===== config.mk =====
export PLATFORM = sky130hd
export DESIGN_NAME = tdm_demux
export DESIGN_NICKNAME = d
export VERILOG_FILES = /design/src/rtl/tdm_demux.sv
export SDC_FILE = /design/constraint.sdc
export NUM_CORES = 1
export LEC_CHECK = 0
export CAP_MARGIN = 40
export CORE_AREA = 2 2 70 72
export DETAILED_ROUTE_END_ITERATION = 10
export DIE_AREA = 0 0 72 74
export HOLD_SLACK_MARGIN = 0.08
export PLACE_DENSITY_LB_ADDON = 0.1
export SLEW_MARGIN = 20
export SYNTH_ARGS = -nofsm -noshare
export SYNTH_HDL_FRONTEND = slang
export SYNTH_SLANG_ARGS = --single-unit

===== constraint.sdc =====
create_clock -name clk -period 2.7 [get_ports clk]
set_input_delay 0.27 -clock clk [delete_from_list [all_inputs] [get_ports clk]]
set_output_delay 0.27 -clock clk [all_outputs]
set_load 0.05 [all_outputs]

===== src/rtl/tdm_demux.sv =====
// tdm_demux: receive side of a framed TDM link. Each accepted beat is steered
// into a shadow slot, and a completed frame is published to dout atomically
// together with a one-cycle dout_vld strobe. Frame alignment is tracked by a
// two-state HUNT/LOCKED FSM. Alignment faults pulse sync_err.
module tdm_demux #(
  parameter int  WIDTH    = 8,
  parameter int  CHANNELS = 4,
  localparam int SW       = $clog2(CHANNELS)
) (
  input  logic                      clk,
  input  logic                      rst,
  input  logic [WIDTH-1:0]          din,
  input  logic                      din_vld,
  input  logic                      fsync,
  output logic [CHANNELS*WIDTH-1:0] dout,
  output logic                      dout_vld,
  output logic [SW-1:0]             sel,
  output logic                      locked,
  output logic                      sync_err
);

  localparam int LAST = CHANNELS - 1;

  typedef enum logic {HUNT, LOCKED} state_t;

  state_t                        state_q, state_d;
  logic [SW-1:0]                 sel_q, sel_d;
  // Slot 0 sits at the LSBs. The final slot never needs a shadow because it
  // goes straight into dout together with the stored slots.
  logic [LAST*WIDTH-1:0]         shadow_q, shadow_d;
  logic [CHANNELS*WIDTH-1:0]     dout_q, dout_d;
  logic                          dout_vld_q, dout_vld_d;
  logic                          sync_err_q, sync_err_d;

  // Next-state, slot steering, frame publication and fault detection
  always_comb begin
    state_d    = state_q;
    sel_d      = sel_q;
    shadow_d   = shadow_q;
    dout_d     = dout_q;
    dout_vld_d = 1'b0;
    sync_err_d = 1'b0;
    if (din_vld) begin
      unique case (state_q)
        HUNT: begin
          // Beats without fsync are dropped silently while hunting
          if (fsync) begin
            shadow_d[WIDTH-1:0] = din;
            sel_d               = SW'(1);
            state_d             = LOCKED;
          end
        end
        LOCKED: begin
          if (fsync) begin
            // fsync away from slot 0 is an early frame: restart on this beat
            if (sel_q != '0) sync_err_d = 1'b1;
            shadow_d[WIDTH-1:0] = din;
            sel_d               = SW'(1);
          end else if (sel_q == '0) begin
            // Slot 0 arrived without fsync: alignment lost
            sync_err_d = 1'b1;
            sel_d      = '0;
            state_d    = HUNT;
          end else if (sel_q == SW'(LAST)) begin
            dout_d     = {din, shadow_q};
            dout_vld_d = 1'b1;
            sel_d      = '0;
          end else begin
            for (int k = 1; k < LAST; k++) begin
              if (sel_q == SW'(k)) shadow_d[k*WIDTH +: WIDTH] = din;
            end
            sel_d = sel_q + SW'(1);
          end
        end
        default: state_d = HUNT;
      endcase
    end
  end

  // State, shadow and output registers; reset discards any partial frame
  always_ff @(posedge clk) begin
    if (rst) begin
      state_q    <= HUNT;
      sel_q      <= '0;
      shadow_q   <= '0;
      dout_q     <= '0;
      dout_vld_q <= 1'b0;
      sync_err_q <= 1'b0;
    end else begin
      state_q    <= state_d;
      sel_q      <= sel_d;
      shadow_q   <= shadow_d;
      dout_q     <= dout_d;
      dout_vld_q <= dout_vld_d;
      sync_err_q <= sync_err_d;
    end
  end

  assign dout     = dout_q;
  assign dout_vld = dout_vld_q;
  assign sel      = sel_q;
  assign locked   = (state_q == LOCKED);
  assign sync_err = sync_err_q;

endmodule

Yosys cells after proc, flatten, opt, wreduce, memory -nomap -nowiden
Cells that the tools add are included.
{"block": "word_totals", "ff_bits": 61, "out_inout_bits": 37, "wordCells": 41}
{"block": "op_classes", "n_addsub": 1, "n_eq_ne": 4, "muxes": 14, "bitwise_logic": 5, "reduce_logical": 9}
{"op": "$reduce_and A6 Y1", "count": 2}
{"op": "$mux W2", "count": 4}
{"op": "$mux W8", "count": 1}
{"op": "$mux W1", "count": 7}
{"op": "$not A1 Y1", "count": 5}
{"op": "$reduce_and A5 Y1", "count": 1}
{"op": "$reduce_or A5 Y1", "count": 1}
{"op": "$eq A2 B2 Y1 const B", "count": 2}
{"op": "$pmux W2 S2", "count": 1}
{"op": "$reduce_and A2 Y1", "count": 2}
{"op": "$reduce_or A3 Y1", "count": 1}
{"op": "$add A2 B1 Y2 const B", "count": 1}
{"op": "$eq A2 B1 Y1 const B", "count": 1}
{"op": "$logic_not A2 Y1", "count": 1}
{"op": "$ne A2 B2 Y1 const B", "count": 1}
{"op": "$pmux W1 S2", "count": 1}
{"op": "$reduce_bool A2 Y1", "count": 1}

Logic depth before layout (Yosys ltp)
{"block": "depth", "word_depth": 5, "mapped_depth": 9, "ltp_nobuf": 7}

Worst setup path after synthesis
No wires, ideal clock.
{"block": "synth_timing", "path_kind": "register to register", "start": "register sel_q[0], in the netlist sel[0]", "end": "register dout_q[10], in the netlist dout[10]", "setup_ps": 70, "t_arrival_ps": 1894, "required_time_ps": 2630, "path_slack_ps": 735, "stages_incl_launch_ff": 10, "path_buffers": 2, "period_less_slack_ps": 1965, "cell_sequence": "dfxtp_1 > inv_1 > ha_1 > inv_1 > ha_1 > and4_1 > buf_2 > buf_2 > nand2_1 > a21oi_1"}
{"block": "synth_between", "elab_chain_len": 3, "word_cells_on_any_way": 4}
{"item": "start, declared", "line": "27", "source": "logic [SW-1:0] sel_q, sel_d;"}
{"item": "start signal, assigned", "line": "91", "source": "sel_q <= sel_d;"}
{"item": "$logic_not A2 Y1", "line": "59", "source": "end else if (sel_q == '0) begin"}
{"item": "$not A1 Y1 (no source line)"}
{"item": "$reduce_and A5 Y1 (no source line) (*)"}
{"item": "end signal, assigned", "line": "93", "source": "dout_q <= dout_d;"}
{"item": "end, declared", "line": "31", "source": "logic [CHANNELS*WIDTH-1:0] dout_q, dout_d;"}
Every way passes the cells marked *; elsewhere a longest branch is shown, timed or not.
A chain may end at the register's enable or synchronous reset.

Worst setup path after layout
{"block": "layout_timing", "start": "register sel_q[1], in the netlist sel[1]", "end": "register dout_q[10], in the netlist dout[10]"}
The elaborated chain is that of the path after synthesis.

==> run metrics <==
outcome=completed; Synth Net Count=289; core box area=4598 um2; Slew @ Worst Pin=0.7896 ns; Pleak=1.124 nW; unrepaired setup endpoints after global routing=no; total grt overflow=0; Clk Latency, worst-skew pair=0.33 ns; drt total wl=5017 um; fin nets=335; Synth Instances=270; # clock sinks=61; CTS Hold Bufs=0; crit path capture type=flop; Relative slew margins=0.4736; post-CTS resize count=0; Mapped Avg Cell Area=8.782 um2; input/output buffers=48; initial antenna violation count=0; CTS tree=done; Synth cell types=23; CTS buffer count=9; vias in the first global route=1746; Post-DP HPWL=3307 um; Worst Path Arrival=2.19 ns; post-route ant nets=0; Worst-path clk slew=0.07 ns; fin crit period=1.940 ns; HP Class=flop to flop; placed insts=359; global-route total usage across every layer=0.2028; maxcap violations=0; buffers from clock root to sink, at most=2; die area=5328 um2; crit-path max FO=23; DIE WIDTH=72 um; RR Startpoint=sel[1]; final instance count without filler cells=374; pre-CTS setup slack=0.7804 ns; Syn Std Cell Area=2371 um2; Die Ht=74 um; via count=1905; final slew viol count=0; htree depth=3; diodes inserted=0; first-pass GRT wire length=8100 um; GPL Wtd Cong=0.7132; Startpoint Class=flop; clk_skew=0.006629 ns; f_max=515.5 MHz; min-delay src=shadow_q[6]; Peak VDD IR=0.0003345 V; share of layout cells above drive strength 1=0.06875; Yosys warning total=0; Starting Density=0.5156; Rows=25; Detailed Routing Iterations Pass 1=4; Synth Register Bits=61; drt wl/cell=13.41 um; Post-CTS Setup Repair Bufs=0; DRC Markers=0; total chip power=1.806 mW; critical path class=flop to flop; Worst EP required=2.95 ns; setup ws final=0.7603 ns; Seq/Total Area, Yosys=0.5150; Vias/cell=5.094; Final Cycle Share=0.7184; pin count of the biggest net entering global routing=53; Setup crit start=sel[1]; Final Hold Fails=0; P&R area growth vs syn=29.02%; Root Driver=clkbuf_8; I/O pin count=49; Setup TNS=0 ns; PwrDens=590.4 nW/um2; Starting DRT DRC Count=78; Setup-failing EPs final=0
## cell families (layout without fill, tap and decap cells)
family	count (synthesis)	in the layout	share of synthesized area
fa+ha+maj	7	7	0.03694
simple gates	118	118	0.2348
compound gates	44	44	0.09552
flops	61	61	0.5150
buf+inv	24	74	0.05013
mux	16	16	0.06754
## state kept, by name, summed over array words and instances, names as in the netlist
| name | count |
|---|---|
| dout | 32 |
| dout_vld | 1 |
| locked | 1 |
| sel | 2 |
| shadow_q | 24 |
| sync_err | 1 |
## power breakdown
part | switching, mW | total (mW) | internal [mW]
logic | 0.0567 | 0.0949 | 0.0382
registers | 0.00592 | 0.914 | 0.908
clock network | 0.324 | 0.797 | 0.473
## cells in the mapped netlist
cell	n	area (um2)
buf_6	3	33.78
a21oi_1	41	205.2
nand4_1	1	6.260
nand3_2	1	10.01
nand2_1	75	281.5
mux2i_1	16	160.2
nand2b_1	24	150.1
dfxtp_1	61	1221
and3_1	1	6.260
inv_1	5	18.77
and4b_1	1	10.01
buf_1	1	3.750
a221oi_1	1	8.760
ha_1	7	87.58
and3_4	2	22.52
buf_2	5	25.02
nand3_1	9	45.04
and4_1	1	8.760
o21ai_0	1	5.000
a22oi_1	1	7.510
nor2_1	2	7.510
clkbuf_1	10	37.54
and3b_1	1	8.760
## cell usage in the layout (no fill, tap or decap), drive strengths merged
| master | Yosys | layout |
|---|---|---|
| a21oi | 41 | 41 |
| a221oi | 1 | 1 |
| a22oi | 1 | 1 |
| and3 | 3 | 3 |
| and3b | 1 | 1 |
| and4 | 1 | 1 |
| and4b | 1 | 1 |
| buf | 9 | 7 |
| bufinv | 0 | 1 |
| clkbuf | 10 | 14 |
| clkdlybuf4s50 | 0 | 47 |
| dfxtp | 61 | 61 |
| ha | 7 | 7 |
| inv | 5 | 5 |
| mux2i | 16 | 16 |
| nand2 | 75 | 75 |
| nand2b | 24 | 24 |
| nand3 | 10 | 10 |
| nand4 | 1 | 1 |
| nor2 | 2 | 2 |
| o21ai | 1 | 1 |
## worst max-delay path: stages (launching register included)
cell	delay, ns
dfxtp_1	0.43
inv_1	0.12
ha_1	0.21
inv_1	0.06
ha_1	0.14
and4_1	0.45
buf_8	0.24
nand2_1	0.08
a21oi_1	0.13
## worst paths after layout
kind | to | slack, ns | cells past startpoint
max | dout[10] | 0.76 | 8
min | dout[6] | 0.45 | 2
max reg2reg | dout[10] | 0.76 | 8
min reg2reg | dout[6] | 0.45 | 2
## layout make-up
| type | count | area (um2) |
|---|---|---|
| inverters | 5 | 18.77 |
| well taps | 54 | 67.56 |
| clock buffers | 14 | 162.7 |
| multi-input cells | 185 | 1031 |
| fillers | 412 | 1539 |
| repair buffers | 54 | 528.0 |
| flip-flops and latches | 61 | 1221 |
| clock inverters | 1 | 30.03 |
## through the flow
step	util	hold slack, ns	area [um2]
detailed placement	0.6234	0.4435	2867
global route	0.6653	0.4698	3059
finish	0.6653	0.4493	3059
CTS	0.6653	0.4514	3059
floorplan	-	0.4060	2371
global placement	0.6201	0.4389	2851
## layer usage
metal	GRT usage	vias up	share of wire
met3	0.06640	4	0.045
met2	0.3076	42	0.47
met1	0.2694	875	0.48
met5	0	-	0
met4	0.08386	0	0.0050
li1	-	984	-
Note: power is estimated with default switching activity, not from simulation.
